`config.mk`:
```
export PLATFORM = sky130hd
export DESIGN_NAME = adc_sample_capture
export DESIGN_NICKNAME = d
export VERILOG_FILES = /design/src/rtl/adc_sample_capture.sv
export SDC_FILE = /design/constraint.sdc
export NUM_CORES = 1
export LEC_CHECK = 0
export CELL_PAD_IN_SITES_DETAIL_PLACEMENT = 1
export CELL_PAD_IN_SITES_GLOBAL_PLACEMENT = 1
export CORE_MARGIN = 10
export CORE_UTILIZATION = 46
export DETAILED_ROUTE_END_ITERATION = 16
export GPL_ROUTABILITY_DRIVEN = 0
export GPL_TIMING_DRIVEN = 0
export HOLD_SLACK_MARGIN = 0.03
export PLACE_DENSITY = 0.86
export SYNTH_ARGS = -nofsm -noshare
export SYNTH_HDL_FRONTEND = slang
export SYNTH_SLANG_ARGS = --single-unit
```
`constraint.sdc`:
```
create_clock -name clk -period 1.9 [get_ports clk]
set_input_delay 0.57 -clock clk [delete_from_list [all_inputs] [get_ports clk]]
set_output_delay 0.57 -clock clk [all_outputs]
set_load 0.05 [all_outputs]
```
`src/rtl/adc_sample_capture.sv`:
```
// Serial capture front-end for an 18-bit SAR ADC: conversion strobe, SCK/SDO readout, result latch.
// Define ADC_SAMPLE_OFFSET_BINARY_EN when the ADC outputs offset-binary (MSB is inverted on capture).
module adc_sample_capture #(
  parameter int unsigned WID       = 18,
  parameter int unsigned CONV_WAIT = 40,
  parameter int unsigned SCK_HALF  = 2
) (
  input  logic           clk,
  input  logic           rst_L,
  input  logic           arm,
  output logic           conv,
  output logic           sck,
  input  logic           sdo,
  output logic [WID-1:0] data,
  output logic           finished
);

  localparam int unsigned WaitW = $clog2(CONV_WAIT + 1);
  localparam int unsigned HalfW = $clog2(SCK_HALF + 1);
  localparam int unsigned BitW  = $clog2(WID + 1);

  localparam logic [WaitW-1:0] WaitLoad = WaitW'(CONV_WAIT - 1);
  localparam logic [HalfW-1:0] HalfLast = HalfW'(SCK_HALF - 1);
  localparam logic [BitW-1:0]  BitLast  = BitW'(WID - 1);

  typedef enum logic [2:0] {
    StIdle,
    StConvert,
    StShift,
    StLatch,
    StDone
  } state_e;

  state_e           state_q, state_d;
  logic [WaitW-1:0] wait_q, wait_d;
  logic [HalfW-1:0] half_q, half_d;
  logic [BitW-1:0]  bit_q, bit_d;
  logic [WID-1:0]   shreg_q, shreg_d;
  logic [WID-1:0]   data_q, data_d;
  logic             conv_q, conv_d;
  logic             sck_q, sck_d;
  logic             finished_q, finished_d;
  logic [WID-1:0]   sample;

`ifdef ADC_SAMPLE_OFFSET_BINARY_EN
  assign sample = shreg_q ^ {1'b1, {(WID - 1){1'b0}}};
`else
  assign sample = shreg_q;
`endif

  always_comb begin
    state_d    = state_q;
    wait_d     = wait_q;
    half_d     = half_q;
    bit_d      = bit_q;
    shreg_d    = shreg_q;
    data_d     = data_q;
    conv_d     = conv_q;
    sck_d      = sck_q;
    finished_d = finished_q;

    unique case (state_q)
      StIdle: begin
        if (arm) begin
          state_d = StConvert;
          conv_d  = 1'b1;
          wait_d  = WaitLoad;
        end
      end
      StConvert: begin
        if (wait_q == '0) begin
          state_d = StShift;
          conv_d  = 1'b0;
          sck_d   = 1'b0;
          half_d  = '0;
          bit_d   = '0;
        end else begin
          wait_d = wait_q - WaitW'(1);
        end
      end
      StShift: begin
        if (half_q == HalfLast) begin
          half_d = '0;
          sck_d  = ~sck_q;
          if (!sck_q) begin
            // Sample on the edge that raises sck.
            shreg_d = {shreg_q[WID-2:0], sdo};
          end else begin
            bit_d = bit_q + BitW'(1);
            if (bit_q == BitLast) begin
              sck_d   = 1'b0;
              state_d = StLatch;
            end
          end
        end else begin
          half_d = half_q + HalfW'(1);
        end
      end
      StLatch: begin
        data_d     = sample;
        finished_d = 1'b1;
        state_d    = StDone;
      end
      StDone: begin
        if (!arm) begin
          finished_d = 1'b0;
          state_d    = StIdle;
        end
      end
      default: state_d = StIdle;
    endcase
  end

  always_ff @(posedge clk or negedge rst_L) begin
    if (!rst_L) begin
      state_q    <= StIdle;
      wait_q     <= '0;
      half_q     <= '0;
      bit_q      <= '0;
      shreg_q    <= '0;
      data_q     <= '0;
      conv_q     <= 1'b0;
      sck_q      <= 1'b0;
      finished_q <= 1'b0;
    end else begin
      state_q    <= state_d;
      wait_q     <= wait_d;
      half_q     <= half_d;
      bit_q      <= bit_d;
      shreg_q    <= shreg_d;
      data_q     <= data_d;
      conv_q     <= conv_d;
      sck_q      <= sck_d;
      finished_q <= finished_d;
    end
  end

  assign conv     = conv_q;
  assign sck      = sck_q;
  assign data     = data_q;
  assign finished = finished_q;

endmodule

```
==> results_dict.tcl, run 1 <==
set metrics [dict create \
    status "finished clean" \
    cp_max_fo 3 \
    post-route-period-util_pct 95.0 \
    synth_edf_count 0 \
    leakage_nw 1.47 \
    hold_buffers 0 \
    fp-row-count 26 \
    hold_ws_ns 0.253 \
    insertedDiodeCount 0 \
    h-tree-depth 2 \
    drive_gt1_share_pct 29.5 \
    crit_start "finished$_DFFE_PN0P_" \
    drv_cap 0 \
    drt_wl_total_um 5170 \
    finalSetupTns_ns 0 \
    area.growth.synth_to_final_pct 18.4 \
    fmax_ghz 0.554 \
    grt_pass1_wl_um 8880 \
    cp_num_buf_inv 1 \
    final_core_util_pct 56.3 \
    power.switching_mw 0.909 \
    drc 0 \
    final-hold-violation-count 0 \
    start_util_pct 47.5 \
    ys_top_cells_by_area "dfrtp_1, mux2_2, mux2_4" \
    worstPathArrival_ns 1.23 \
    hold_class "in2async" \
    antenna_found_initial 0 \
    vias 1613 \
    worst-slew-pin-transition_ns 0.593 \
    path_clk_slew_ns 0.10 \
    p_clk_share_pct 24.6 \
    skew_ns 0.00552 \
    synthArstFlopShare_pct 100 \
    switching_share_pct 33.7 \
    port_buffers 24 \
    yosys_register_bits 55 \
    power.internal_mw 1.79 \
    grt_max_degree 32 \
    synth_largest_area_cell "dfrtp_1" \
    hpwl_um 3670 \
    cts_tree "built" \
    slew_violations 0 \
    grt_pass1_vias 1758 \
    drt-wirelength-per-cell_um 17.6 \
    pwr-share-comb_pct 24.8 \
    synth_area_mm2 0.00244 \
    r2r-start "wait_q[0]$_DFFE_PN0P_" \
    core-area_mm2 0.00514 \
    drtIter0Drc 75 \
    vias_per_cell 5.49 \
    cp_cell_sequence "dlygate4sd2_1" \
    required_ns 1.33 \
    dieArea_mm2 0.00863 \
    yosysWarnings 0 \
    numCtsBuffers 5 \
    syn-mean-instance-area_um2 12.9 \
    ys_seq_area_share_pct 56.3 \
    netlist_top_cells_count "dfrtp_1, mux2_2, o21ai_0" \
    p_seq_share_pct 50.6 \
    crit_path_end_kind "output pin" \
    syn_inst 190 \
    gr-usage-all-layers_pct 12.4 \
    cts.sinks 55 \
    critPathMaxStageDelay_ns 0.55 \
    die_y_um 92.9 \
    critPathKind "reg2out" \
    seq_area_mm2 0.00138 \
    maxSlewHeadroom_pct 60.4 \
    yosysMostFrequentCell "dfrtp_1" \
    multi_input_comb_area_mm2 0.00101 \
    nets 231 \
    clk_latency_ns 0.31 \
    grt-ovfl-total 0 \
    setup_viol 0 \
    synth_top_area_share_pct 56.3 \
    synth_fp_nets 198 \
    power.total_mw 2.70 \
    ir_drop_v 0.000481 \
    crit_family "buffers and inverters" \
    ctsLongestPathBuffers 2 \
    drtAntennaViolNets 0 \
    worst_path_max_delay_cell "dlygate4sd2_1" \
    ioPinCount 25 \
    cts-root-buf "clkbuf_8" \
    worstSetupStartpointType "register" \
    die_w_um 92.9 \
    dp.cells 285 \
    layout_min_cycle_time_ns 1.80 \
    synth_ff_type "dfrtp_1" \
    power.density_mw_per_mm2 933 \
    nFillCells 572 \
    dr.pass1.iters 4 \
    final_cells 294 \
    ys_types 40 \
]
routing by layer:
metal,wire length [µm],part of all wire (%),global-route usage [%],up-vias
li1,-,-,-,751
met1,2280,44,15.2,837
met2,2650,51,21.3,19
met3,192,3.7,3.23,6
met4,49,0.95,3.08,0
met5,0,0,0,-
cells in the final DEF (no fill, tap or decap), types with 2 or more instances in the layout:
cell / Yosys / routed
nand3b_1: 2 / 2
a31oi_1: 4 / 3
buf_2: 2 / 2
o211ai_1: 2 / 2
nor2_1: 7 / 7
nand2_2: 2 / 3
buf_6: 2 / 2
nor3_1: 3 / 3
nand2_1: 10 / 9
buf_12: 1 / 2
a32oi_1: 2 / 2
clkdlybuf4s50_1: 0 / 2
nand4_1: 2 / 2
or4_1: 2 / 2
mux2_2: 27 / 27
buf_4: 1 / 4
or2_2: 2 / 2
dfrtp_1: 55 / 55
inv_1: 6 / 6
mux2_4: 9 / 9
ha_1: 4 / 4
clkbuf_8: 0 / 5
dlygate4sd2_1: 0 / 20
o21ai_0: 16 / 16
a21oi_1: 8 / 8
o31ai_1: 3 / 3
power by group through the flow:
stage,registers (mW),logic (mW),clock network [mW]
6_report,1.36,0.670,0.664
5_1_grt,1.38,0.755,0.730
4_1_cts,1.37,0.645,0.680
3_5_place_dp,1.38,0.645,0
3_3_place_gp,1.37,0.609,0
2_1_floorplan,1.44,0.369,0
worst paths after layout:
path / endpoint / slack, ns / depth (start not counted)
hold / removal: bit_q[3]$_DFFE_PN0P_ / 0.25 / 1
hold reg to reg: bit_q[4]$_DFFE_PN0P_ / 0.50 / 1
setup / recovery: finished / 0.1 / 1
setup reg to reg: wait_q[4]$_DFFE_PN0P_ / 0.11 / 6
max in group asynchronous: data[7]$_DFFE_PN0P_ / 1.08 / 2
min in group clk: bit_q[4]$_DFFE_PN0P_ / 0.50 / 1
final cells by class:
cell class | count | area share, %
Sequential cell | 55 | 47.6
Multi-Input combinational cell | 122 | 34.9
Timing Repair Buffer | 27 | 8.52
Tap cell | 70 | 3.03
Clock buffer | 6 | 2.51
Buffer | 6 | 2.16
Inverter | 6 | 0.779
Clock inverter | 2 | 0.562
through the flow:
| step | instance area [µm²] | setup slack, ns |
|---|---|---|
| floorplan | 2440 | 0.163 |
| global placement | 2770 | -1.45 |
| detailed placement | 2790 | -0.132 |
| CTS | 2860 | 0.0205 |
| global route | 2890 | -0.0147 |
| finish | 2890 | 0.0959 |
registers in the layout, indices dropped and copies added (netlist names):
name      cells
half_q        2
state_q       3
bit_q         5
finished      1
wait_q        6
sck           1
data         18
sample       18
conv          1
cells by family after synthesis:
family,synth area share [%]
buf+inv,3.53
fa+ha+maj,2.05
compound gates,9.58
flops,56.3
mux,18.0
simple gates,10.5
timing repair:
item | CTS | global route
resized for setup | 24 | 7
buffers inserted | 1 | 1
hold endpoints to repair | 0 | 0
setup endpoints to repair | 37 | 23
pin swaps | 1 | 1
(Power assumes the default switching activity.)
==> inputs of run 2 (changes only) <==
--- a/config.mk
+++ b/config.mk
@@ -8,12 +8,13 @@
 export CELL_PAD_IN_SITES_DETAIL_PLACEMENT = 1
 export CELL_PAD_IN_SITES_GLOBAL_PLACEMENT = 1
 export CORE_MARGIN = 10
-export CORE_UTILIZATION = 46
+export CORE_UTILIZATION = 49
 export DETAILED_ROUTE_END_ITERATION = 16
 export GPL_ROUTABILITY_DRIVEN = 0
 export GPL_TIMING_DRIVEN = 0
 export HOLD_SLACK_MARGIN = 0.03
-export PLACE_DENSITY = 0.86
+export PLACE_DENSITY = 0.9
+export SKIP_LAST_GASP = 1
 export SYNTH_ARGS = -nofsm -noshare
 export SYNTH_HDL_FRONTEND = slang
 export SYNTH_SLANG_ARGS = --single-unit
==> constraint.sdc (replaced) <==
create_clock -name clk -period 2.2 [get_ports clk]
set_input_delay 0.66 -clock clk [delete_from_list [all_inputs] [get_ports clk]]
set_output_delay 0.66 -clock clk [all_outputs]
set_load 0.05 [all_outputs]
==> run 2 against run 1 <==
  * Combinational power is 16% lower
  * Critical path depth did not move
  * Via count decreased by 0.74%
  * Register-to-register slack improved by 0.09 ns
  * Sequential power decreased by 14%
  * Utilization increased by 4.0 points
  * Sequential share of layout area grew 0.10 points
  * Critical path type unchanged
  * Largest power group unchanged
==> results_dict.tcl, run 2 (synthesis results as in run 1) <==
set metrics [dict create \
    critPathMaxStageDelay_ns 0.81 \
    final-hold-violation-count 0 \
    nFillCells 487 \
    drtAntennaViolNets 0 \
    r2r-start "state_q[2]$_DFFE_PN0P_" \
    h-tree-depth 2 \
    cp_num_buf_inv 1 \
    hold_buffers 0 \
    drive_gt1_share_pct 26.5 \
    drtIter0Drc 62 \
    worst-slew-pin-transition_ns 0.546 \
    area.growth.synth_to_final_pct 18.1 \
    maxSlewHeadroom_pct 63.5 \
    layout_min_cycle_time_ns 2.15 \
    cts.sinks 55 \
    rr_worst_depth 7 \
    post_cts_buffers 0 \
    worst_path_max_delay_cell "clkdlybuf4s50_1" \
    numCtsBuffers 5 \
    cts_tree "built" \
    grt_max_degree 35 \
    insertedDiodeCount 0 \
    hold_class "in2async" \
    r2r_setup_slack_ns 0.20 \
    clk_latency_ns 0.31 \
    ctsLongestPathBuffers 2 \
    setup_viol 0 \
    core-area_mm2 0.00479 \
    final_core_util_pct 60.3 \
    required_ns 1.54 \
    die_y_um 90.6 \
    final_cells 290 \
    r2r-end "sample[4]$_DFFE_PN0P_" \
    grt_setup_unrepaired "no" \
    finalInstanceArea_mm2 0.00289 \
    drt_wl_total_um 5130 \
    start_util_pct 51.1 \
    cp.depth 1 \
    drv_cap 0 \
    cts-root-buf "clkbuf_8" \
    dieArea_mm2 0.00821 \
    mostFrequentLayoutCell "dfrtp_1" \
    path_clk_slew_ns 0.10 \
    grt_pass1_wl_um 8790 \
    worstPathArrival_ns 1.49 \
    power.total_mw 2.29 \
    vias 1601 \
    drc 0 \
    status "finished clean" \
    final_cell_mix "dfrtp_1, mux2_2, o21ai_0, clkdlybuf4s50_1, nand2_1" \
    hpwl_um 3780 \
    critPathKind "reg2out" \
    gr-usage-all-layers_pct 12.8 \
    grt-ovfl-total 0 \
    skew_ns 0.00538 \
    worst_slack_ns 0.0511 \
    crit_family "buffers and inverters" \
    cp_max_fo 2 \
    hold_ws_ns 0.311 \
    pre_cts_slack_ns 0.108 \
    ir_drop_v 0.000407 \
    grt_pass1_vias 1740 \
    cp_cell_sequence "clkdlybuf4s50_1" \
    ioPinCount 25 \
    vias_per_cell 5.52 \
    dp.cells 282 \
    worstSetupStartpointType "register" \
    leakage_nw 1.47 \
    fmax_ghz 0.465 \
    slew_violations 0 \
    nets 230 \
    fp-row-count 25 \
    power.density_mw_per_mm2 795 \
    crit_path_end_kind "output pin" \
    placed_cell_area_mm2 0.00278 \
    die_w_um 90.6 \
    dr.pass1.iters 6 \
    port_buffers 24 \
    drt-wirelength-per-cell_um 17.7 \
    finalSetupTns_ns 0 \
    antenna_found_initial 0 \
    post-route-period-util_pct 97.7 \
]
[run 2: changes by cell type in the layout (fill, tap and decap cells not counted), moves of 2 or more]
cell | previous run | this run
dlygate4sd2_1 | 20 | 1
clkdlybuf4s50_1 | 2 | 16
dlymetal6s2s_1 | 0 | 6
buf_4 | 4 | 1
clkinv_4 | 0 | 2
[run 2: routing by layer]
layer,track usage (%),up-vias,part of all wire [%]
li1,-,752,-
met1,15.7,813,45
met2,20.9,30,50
met3,3.57,6,4.1
met4,4.64,0,0.94
met5,0,-,0
[run 2: worst max path at each step]
stage,from,slack (ns),end
after floorplan,wait_q[0]$_DFFE_PN0P_,0.46,wait_q[4]$_DFFE_PN0P_
after global placement,rst_L,-1.17,data[2]$_DFFE_PN0P_
after detailed placement,arm,0.11,wait_q[4]$_DFFE_PN0P_
after CTS,conv$_DFFE_PN0P_,0.003,conv
after global routing,data[13]$_DFFE_PN0P_,0.004,data[13]
final,data[17]$_DFFE_PN0P_,0.05,data[17]
[run 2: layout make-up]
type / instances / area [µm²] / share of cell area (%)
clock inverter: 2 / 17.5 / 0.607
inverter: 6 / 22.5 / 0.780
buffer: 7 / 63.8 / 2.21
timing repair buffer: 25 / 269 / 9.32
multi-input combinational: 122 / 981 / 34.0
sequential: 55 / 1380 / 47.7
tap: 67 / 83.8 / 2.90
clock buffer: 6 / 72.6 / 2.51
[run 2: repair_timing]
action,CTS,global route
hold endpoints to repair,0,0
gates cloned,0,0
endpoints found under the setup margin,1,6
gates resized for setup,1,6
[run 2: report_power, final]
part           switching [mW]  leakage [nW]  internal, mW
combinational           0.352         0.682         0.211
sequential             0.0757         0.743          1.10
clock                   0.330        0.0454         0.229
total                   0.758          1.47          1.54
